<file path="src/rtl/ps2_scancode_rx_if.sv">
// Keyboard-side bundle for ps2_scancode_rx: raw PS/2 lines in, decoded byte and strobes out.
// The slave modport is the receiver; master is the keyboard/decoder side that drives the lines.
interface ps2_scancode_rx_if;
   logic       ps2_clk;
   logic       ps2_data;
   logic [7:0] scancode;
   logic       flag;
   logic       parity_err;
   logic       frame_err;

   modport master (
      output ps2_clk, ps2_data,
      input  scancode, flag, parity_err, frame_err
   );

   modport slave (
      input  ps2_clk, ps2_data,
      output scancode, flag, parity_err, frame_err
   );
endinterface

</file>
<file path="src/rtl/ps2_scancode_rx.sv">
// PS/2 keyboard receiver: synchronize, de-glitch, deframe 11-bit frames, check parity/stop.
// Optional break-code swallowing is enabled by defining PS2_BREAK_FILTER_EN.
module ps2_scancode_rx #(
   parameter int DEBOUNCE_CYCLES = 8,
   parameter int TIMEOUT_CYCLES  = 25000
) (
   input  logic              vga_clk,
   input  logic              reset,
   ps2_scancode_rx_if.slave  kbd
);

   localparam int TW = $clog2(TIMEOUT_CYCLES + 1);

   typedef enum logic [1:0] {S_IDLE, S_DATA, S_PARITY, S_STOP} state_e;

   logic         clk_m_q, clk_s_q, dat_m_q, dat_s_q;
   logic         clk_f_q, clk_f_d;
   logic         fall_q, fall_d;
   logic [7:0]   deb_q, deb_d;
   state_e       state_q, state_d;
   logic [2:0]   bit_q, bit_d;
   logic [7:0]   shift_q, shift_d;
   logic         par_ok_q, par_ok_d;
   logic [TW-1:0] tmo_q, tmo_d;
   logic [7:0]   code_q, code_d;
   logic         flag_q, flag_d;
   logic         perr_q, perr_d;
   logic         ferr_q, ferr_d;
`ifdef PS2_BREAK_FILTER_EN
   logic         brk_q, brk_d;
`endif

   // Synchronizers idle high, matching the PS/2 bus idle level
   always_ff @(posedge vga_clk or posedge reset) begin
      if (reset) begin
         clk_m_q <= 1'b1;
         clk_s_q <= 1'b1;
         dat_m_q <= 1'b1;
         dat_s_q <= 1'b1;
      end else begin
         clk_m_q <= kbd.ps2_clk;
         clk_s_q <= clk_m_q;
         dat_m_q <= kbd.ps2_data;
         dat_s_q <= dat_m_q;
      end
   end

   always_comb begin
      deb_d   = deb_q;
      clk_f_d = clk_f_q;
      fall_d  = 1'b0;
      if (clk_s_q == clk_f_q) begin
         deb_d = 8'd0;
      end else if (deb_q == 8'(DEBOUNCE_CYCLES - 1)) begin
         deb_d   = 8'd0;
         clk_f_d = clk_s_q;
         fall_d  = ~clk_s_q;
      end else begin
         deb_d = deb_q + 8'd1;
      end
   end

   always_comb begin
      state_d  = state_q;
      bit_d    = bit_q;
      shift_d  = shift_q;
      par_ok_d = par_ok_q;
      code_d   = code_q;
      flag_d   = 1'b0;
      perr_d   = 1'b0;
      ferr_d   = 1'b0;
`ifdef PS2_BREAK_FILTER_EN
      brk_d    = brk_q;
`endif
      if (fall_q)
         tmo_d = '0;
      else if (state_q != S_IDLE && tmo_q != TW'(TIMEOUT_CYCLES))
         tmo_d = tmo_q + 1'b1;
      else
         tmo_d = tmo_q;

      case (state_q)
         S_IDLE: begin
            if (fall_q && !dat_s_q) begin
               state_d = S_DATA;
               bit_d   = 3'd0;
            end
         end
         S_DATA: begin
            if (fall_q) begin
               shift_d[bit_q] = dat_s_q;
               if (bit_q == 3'd7) state_d = S_PARITY;
               else               bit_d   = bit_q + 3'd1;
            end
         end
         S_PARITY: begin
            if (fall_q) begin
               par_ok_d = (^shift_q) ^ dat_s_q;
               state_d  = S_STOP;
            end
         end
         S_STOP: begin
            if (fall_q) begin
               state_d = S_IDLE;
               if (!dat_s_q)
                  ferr_d = 1'b1;
               else if (!par_ok_q)
                  perr_d = 1'b1;
               else begin
`ifdef PS2_BREAK_FILTER_EN
                  // F0 arms the filter; the byte after it is the released key and is dropped
                  if (brk_q)
                     brk_d = 1'b0;
                  else if (shift_q == 8'hF0)
                     brk_d = 1'b1;
                  else begin
                     code_d = shift_q;
                     flag_d = 1'b1;
                  end
`else
                  code_d = shift_q;
                  flag_d = 1'b1;
`endif
               end
            end
         end
         default: state_d = S_IDLE;
      endcase

      if (state_q != S_IDLE && !fall_q && tmo_q == TW'(TIMEOUT_CYCLES))
         state_d = S_IDLE;
   end

   always_ff @(posedge vga_clk or posedge reset) begin
      if (reset) begin
         clk_f_q  <= 1'b1;
         fall_q   <= 1'b0;
         deb_q    <= 8'd0;
         state_q  <= S_IDLE;
         bit_q    <= 3'd0;
         shift_q  <= 8'd0;
         par_ok_q <= 1'b0;
         tmo_q    <= '0;
         code_q   <= 8'h00;
         flag_q   <= 1'b0;
         perr_q   <= 1'b0;
         ferr_q   <= 1'b0;
`ifdef PS2_BREAK_FILTER_EN
         brk_q    <= 1'b0;
`endif
      end else begin
         clk_f_q  <= clk_f_d;
         fall_q   <= fall_d;
         deb_q    <= deb_d;
         state_q  <= state_d;
         bit_q    <= bit_d;
         shift_q  <= shift_d;
         par_ok_q <= par_ok_d;
         tmo_q    <= tmo_d;
         code_q   <= code_d;
         flag_q   <= flag_d;
         perr_q   <= perr_d;
         ferr_q   <= ferr_d;
`ifdef PS2_BREAK_FILTER_EN
         brk_q    <= brk_d;
`endif
      end
   end

   assign kbd.scancode   = code_q;
   assign kbd.flag       = flag_q;
   assign kbd.parity_err = perr_q;
   assign kbd.frame_err  = ferr_q;

endmodule

</file>
<file path="src/flat_wrapper.sv">
// flat-port wrapper written by rule: the top's interface ports become plain ports
module ps2_scancode_rx_flat 
#(
   parameter int DEBOUNCE_CYCLES = 8,
   parameter int TIMEOUT_CYCLES  = 25000
)
  (vga_clk, reset, kbd_ps2_clk, kbd_ps2_data, kbd_scancode, kbd_flag, kbd_parity_err, kbd_frame_err);
  ps2_scancode_rx_if kbd_i ();
  input  logic vga_clk;
  input  logic reset;
  input wire logic [$bits(kbd_i.ps2_clk)-1:0] kbd_ps2_clk;
  input wire logic [$bits(kbd_i.ps2_data)-1:0] kbd_ps2_data;
  output wire logic [$bits(kbd_i.scancode)-1:0] kbd_scancode;
  output wire logic [$bits(kbd_i.flag)-1:0] kbd_flag;
  output wire logic [$bits(kbd_i.parity_err)-1:0] kbd_parity_err;
  output wire logic [$bits(kbd_i.frame_err)-1:0] kbd_frame_err;
  assign kbd_i.ps2_clk = kbd_ps2_clk;
  assign kbd_i.ps2_data = kbd_ps2_data;
  assign kbd_scancode = kbd_i.scancode;
  assign kbd_flag = kbd_i.flag;
  assign kbd_parity_err = kbd_i.parity_err;
  assign kbd_frame_err = kbd_i.frame_err;
  ps2_scancode_rx #(.DEBOUNCE_CYCLES(DEBOUNCE_CYCLES), .TIMEOUT_CYCLES(TIMEOUT_CYCLES)) u_core (.vga_clk(vga_clk), .reset(reset), .kbd(kbd_i));
endmodule
</file>
<file path="config.mk">
export PLATFORM = sky130hd
export DESIGN_NAME = ps2_scancode_rx_flat
export DESIGN_NICKNAME = d
export VERILOG_FILES = /design/src/rtl/ps2_scancode_rx_if.sv /design/src/rtl/ps2_scancode_rx.sv /design/src/flat_wrapper.sv
export SDC_FILE = /design/constraint.sdc
export NUM_CORES = 1
export LEC_CHECK = 0
export BUFFER_PORTS_ARGS = -buffer_cell sky130_fd_sc_hd__buf_2
export CORE_AREA = 2 2 76 78
export CTS_CLUSTER_SIZE = 14
export DETAILED_ROUTE_END_ITERATION = 6
export DIE_AREA = 0 0 78 80
export GPL_TIMING_DRIVEN = 0
export PLACE_DENSITY_LB_ADDON = 0.08
export SYNTH_ARGS = -nofsm -noshare
export SYNTH_HDL_FRONTEND = slang
export SYNTH_SLANG_ARGS = --single-unit
</file>
<file path="constraint.sdc">
create_clock -name vga_clk -period 1.8 [get_ports vga_clk]
set_input_delay 0.36 -clock vga_clk [delete_from_list [all_inputs] [get_ports vga_clk]]
set_output_delay 0.36 -clock vga_clk [all_outputs]
set_load 0.05 [all_outputs]
</file>
Yosys cells after proc, flatten, opt, wreduce, memory -nomap -nowiden
Index checks and enable logic that the tools add are counted.
{"block": "word_totals", "register_bits": 54, "elab_cells": 89, "inputBits": 4}
{"block": "op_classes", "bitwise_logic": 3, "mux": 31, "n_addsub": 3, "n_lt_le_gt_ge": 2, "eq_ne": 16, "reduce_logical": 18}
{"cell": "2-to-1 mux 15 bit", "n": 2}
{"cell": "2-to-1 mux 8 bit", "n": 2}
{"cell": "adder 15 x 1 -> 15 bit (second input constant)", "n": 1}
{"cell": "equality test 15 bit (second input constant)", "n": 1}
{"cell": "inequality test 15 bit (second input constant)", "n": 1}
{"cell": "inequality test 3 x 1 -> 1 bit (second input constant)", "n": 5}
{"cell": "2-to-1 mux 1 bit", "n": 14}
{"cell": "2-to-1 mux 2 bit", "n": 6}
{"cell": "2-to-1 mux 3 bit", "n": 3}
{"cell": "adder 8 x 1 -> 8 bit (second input constant)", "n": 1}
{"cell": "bitwise mux 8 bit", "n": 1}
{"cell": "equality test 8 x 3 -> 1 bit (second input constant)", "n": 1}
{"cell": "one-hot mux 2 bit (4 select lines)", "n": 1}
{"cell": "AND reduction 4 bit", "n": 2}
{"cell": "parity 8 bit", "n": 1}
{"cell": "one-hot mux 3 bit (2 select lines)", "n": 1}
{"cell": "AND reduction 2 bit", "n": 3}
{"cell": "nonzero test 2 bit", "n": 3}
{"cell": "logical AND 1 bit", "n": 5}
{"cell": "AND reduction 5 bit", "n": 1}
{"cell": "equality test 2 bit (second input constant)", "n": 2}
{"cell": "less-than comparator 3 x 4 -> 1 bit (second input constant)", "n": 1}
{"cell": "inequality test 2 x 1 -> 1 bit (second input constant)", "n": 2}
{"cell": "adder 3 x 1 -> 3 bit (second input constant)", "n": 1}
{"cell": "10 further kinds", "n": 12}

Longest topological paths before layout
{"block": "depth", "word_depth": 5, "mapped_depth": 7, "mapped_depth_nobuf": 6}

Worst setup path before layout
OpenSTA, ideal clock, no wires.
{"block": "synth_timing", "path_type": "reg-to-reg", "from": "register u_core.state_q[0]", "to": "register u_core.tmo_q[14]", "required_ns": 1.722, "path_stages_with_launch": 6, "path_buffers": 0, "arrival_ns": 1.704, "period_less_slack_ns": 1.782, "slack_ns": 0.018, "cell_sequence": "dfrtp_1 inv_1 ha_1 or4_4 or3_1 a21oi_1"}
{"block": "synth_between", "elab_chain_len": 3}
{"element": "from (decl)", "line_no": "ps2_scancode_rx.sv:20", "text": "state_e state_q, state_d;"}
{"element": "from (signal assigned)", "line_no": "ps2_scancode_rx.sv:155", "text": "state_q <= state_d;"}
{"element": "nonzero test 2 bit", "line_no": "ps2_scancode_rx.sv:77", "text": "else if (state_q != S_IDLE && tmo_q != TW'(TIMEOUT_CYCLES))"}
{"element": "logical AND 1 bit", "line_no": "ps2_scancode_rx.sv:77"}
{"element": "nonzero test 2 bit (no line)"}
{"element": "to (signal assigned)", "line_no": "ps2_scancode_rx.sv:159", "text": "tmo_q <= tmo_d;"}
{"element": "to (decl)", "line_no": "ps2_scancode_rx.sv:24", "text": "logic [TW-1:0] tmo_q, tmo_d;"}
No other way between the ends.
A chain may end at the register's enable or synchronous reset.

Worst setup path after layout
{"block": "layout_timing", "from": "register u_core.state_q[0]", "to": "register u_core.tmo_q[12]"}
Same word-level chain as after synthesis.

==> results.md <==
- Status: finished with violations
- Violated checks: setup timing
- Worst Reg2Reg Path Length in Cells: 5
- Fin area: roughly 0.0030 mm²
- Number of DRC markers in iteration 0: approximately 150
- Clock Tree Buf Depth: 2
- Final weighted congestion of routability-driven global placement: 0.7824
- Final HPWL from detailed placement: between 3000 and 4000 µm
- H-tree levels: 2
- Leakage power: around 0.0014 µW
- Setup WS post-layout: -34.58 ps
- Average wire per standard cell: 13.28 µm
- Slowest cell on the critical path: or4_4
- Synth warnings: 0
- Cell area after synthesis: between 0.002 and 0.003 mm²
- Most common cell after layout, fill and taps aside: dfrtp_1
- Die Outline Area: approximately 0.0062 mm²
- Terminus of the critical flop-to-flop path: u_core.tmo_q[12]
- Number of detailed-routing iterations run before antenna repair: 4
- Slew at the pin closest to its max-slew limit: 412.2 ps
- Clock Power Share: 0.213
- Clock Sinks: 54
- Final worst-path cycle share: 1.019
- Number of maximum-capacitance violations: 0
- Number of antenna violations at the first check in global routing: 0
- Area growth syn-to-layout: 16.55%
- Total number of placement rows: 27
- Total CTS buffers: 5
- Clock edge transition at the registers on the reported setup and hold paths: approximately 90 ps
- Critical path's largest stage delay: 570 ps
- Predominant post-synthesis flop cell: dfrtp_1
- Die Y: about 80 µm
- Count of buffer and inverter cells on the critical path: 1
- Number of global-route vias before repair: around 1.9k
- Tmin final: between 1500 and 2000 ps
- TritonCTS clock tree: done
- Post-synthesis net count: about 270
- Wire length of the first global-routing pass: roughly 8500 µm
- Cell Pwr Density: between 1000 and 1500 mW/mm²
- Hold Path Class: in2async
- Routed via count: between 1.5k and 2k
- Series of cell instances along the critical path: inv_1 > ha_4 > or4_4 > or3_1 > a21oi_2
- Cell taking the most area after synthesis: dfrtp_1
- Worst-case headroom to the max-slew limit: 0.7229
- Switching Share: 0.3391
- Total cell area at the placement stage: 0.002789 mm²
- Critical path fanouts, max: 5
- Post-route clock skew: a little under 9 ps
- Final Routed Wirelength: about 4800 µm
- Internal portion of total power: 2082 µW
- Pin count of the biggest net entering global routing: 40
- Global-route usage over all layers: 0.1739
- Syn Area/Cell: 9.995 µm²
- Number of port buffers: 14
- Proportion of synthesized chip area in sequential cells: 0.5204
- Final Instance Count excl. Fillers: 363
- Total power: roughly 3200 µW
- Highest-count cells in the layout ignoring fill and taps: dfrtp_1 (48), nand2_1 (45), nor2_1 (25), buf_2 (14)
- Via count normalized by instance count: roughly 5.3
- Worst EP arrival: slightly above 2000 ps
- Required time of the critical path: approximately 2000 ps
- Final setup violating endpoints: 2
- Total Nets Final: about 300
- Number of max-slew violations in the final report: 0
- Fmax: between 500 and 600 MHz
- Remaining global-route overflow: 0
- Relative contribution of combinational cells to total power: 0.311
- Clock Latency Late Sink: 310 ps
- Area share of the largest cell type after synthesis: 0.4700
- Share of power burned in registers: 0.476
- Die W: approximately 78 µm
- Placed Cells: between 300 and 400
- Io pins: 15
- Worst Setup End Kind: register
- Diode insertion count for antenna repair: 0
- Switching pwr: 1068 µW
- Final number of hold-violating endpoints: 0
- Unrepaired setup endpoints after global routing: yes
- Total negative setup slack: -48.04 ps
- Critical Path Source Type: register
- Type of the setup path with the least slack: reg2reg
- Cell types with the largest area share after synthesis: dfrtp_1 (47%), nand2_1 (6.5%), dfstp_2 (5.0%), ha_1 (4.3%), mux2_2 (3.9%)
- Area of the core: approximately 0.0054 mm²
- Number of unique standard cell types used by synthesis: between 40 and 50
- Final-layout worst hold slack: ~14 ps
- Total of flip-flops plus latches after synthesis: 54
- Starting density of the core: 0.4826
- Fraction of layout cells with a size suffix above 1: 0.2371
- Number of enable flip-flop cells after synthesis: 0
- Register-to-register path setup slack: -30 ps
- Proportion of register bits with asynchronous set or reset after synthesis: 1.000
- Kind of cell adding the most delay to the critical path: simple AND/OR/NAND/NOR gates
- Origin of the critical flop-to-flop path: u_core.state_q[0]
- DRC violations left: 0
- Cells after synthesis: 261
- Maximum vdd drop: 0.0005114 V
- Remaining antenna violation count after routing: 0
- Root buffer cell: clkbuf_8
-- area by class of cell --
type                            instances  area (µm²)
Tap cell                               72       90.09
Sequential cell                        54        1359
Timing Repair Buffer                   24       170.2
Fill cell                             499        2365
Multi-Input combinational cell        191        1276
Clock buffer                            5       68.82
Clock inverter                          3       18.77
Buffer                                  5       22.52
Inverter                                9       35.03
-- metal layers --
layer  vias up  wire (µm)  GRT usage
met5         -          0          0
met4         0         60    0.05263
met3         8        238    0.03733
met2        48       2094     0.2672
met1       930       2425     0.2478
li1        950          -          -
-- kinds of logic after synthesis --
logic type,after synthesis,synth area share
buffers and inverters,16,0.02302
DFF,54,0.5204
xor gates and xnor gates,17,0.06235
AOI/OAI and AO/OA,37,0.08921
adders and majority gates,9,0.04317
and+or+nand+nor,119,0.2230
muxes,9,0.03885
-- worst max path at each step --
stage	to	start	cells after the start
finish	u_core.tmo_q[12]	u_core.state_q[0]	5
global route	u_core.tmo_q[14]	u_core.tmo_q[1]	5
CTS	u_core.tmo_q[12]	u_core.tmo_q[1]	5
detailed placement	u_core.tmo_q[12]	u_core.state_q[0]	5
global placement	u_core.kbd.scancode[5]	reset	2
floorplan	u_core.tmo_q[14]	u_core.state_q[0]	5
-- power by group through the flow --
stage | combinational [µW] | clock, µW | sequential (µW)
finish | 981 | 670 | 1500
global route | 1110 | 740 | 1520
CTS | 893 | 705 | 1490
detailed placement | 736 | 0 | 1520
global placement | 728 | 0 | 1520
floorplan | 591 | 0 | 1480
-- cell usage after synthesis (all sizes together) (5+ instances only) --
cell    count
xor2        5
xnor2      11
or3         5
nor3        6
mux2        9
dfrtp      49
nor2       25
o21ai       9
a21oi      13
nand2b      7
dfstp       5
nand3      12
inv         8
ha          9
nand2      45
clkbuf      6
-- registers in the layout, indices dropped and copies added, names as in the netlist --
signal / cells
u_core.tmo_q: 15
u_core.deb_q: 8
u_core.kbd.scancode: 8
u_core.shift_q: 8
u_core.bit_q: 3
u_core.state_q: 2
u_core.clk_f_q: 1
u_core.clk_m_q: 1
u_core.clk_s_q: 1
u_core.dat_m_q: 1
u_core.dat_s_q: 1
u_core.fall_q: 1
u_core.kbd.flag: 1
u_core.kbd.frame_err: 1
u_core.kbd.parity_err: 1
u_core.par_ok_q: 1
-- repair_timing --
item,4_1_cts,5_1_grt
setup endpoints to repair,31,33
pin swaps,3,2
resized for setup,13,8
buffers inserted,4,5
hold buffers,0,0
-- metrics by stage --
step             util  setup slack, ps
2_1_floorplan       -            17.54
5_1_grt        0.5625           -131.3
4_1_cts        0.5484           -21.99
3_3_place_gp   0.5123           -613.3
6_report       0.5625           -34.58
3_5_place_dp   0.5160           -116.2
Note: power is estimated with default switching activity, not from simulation.
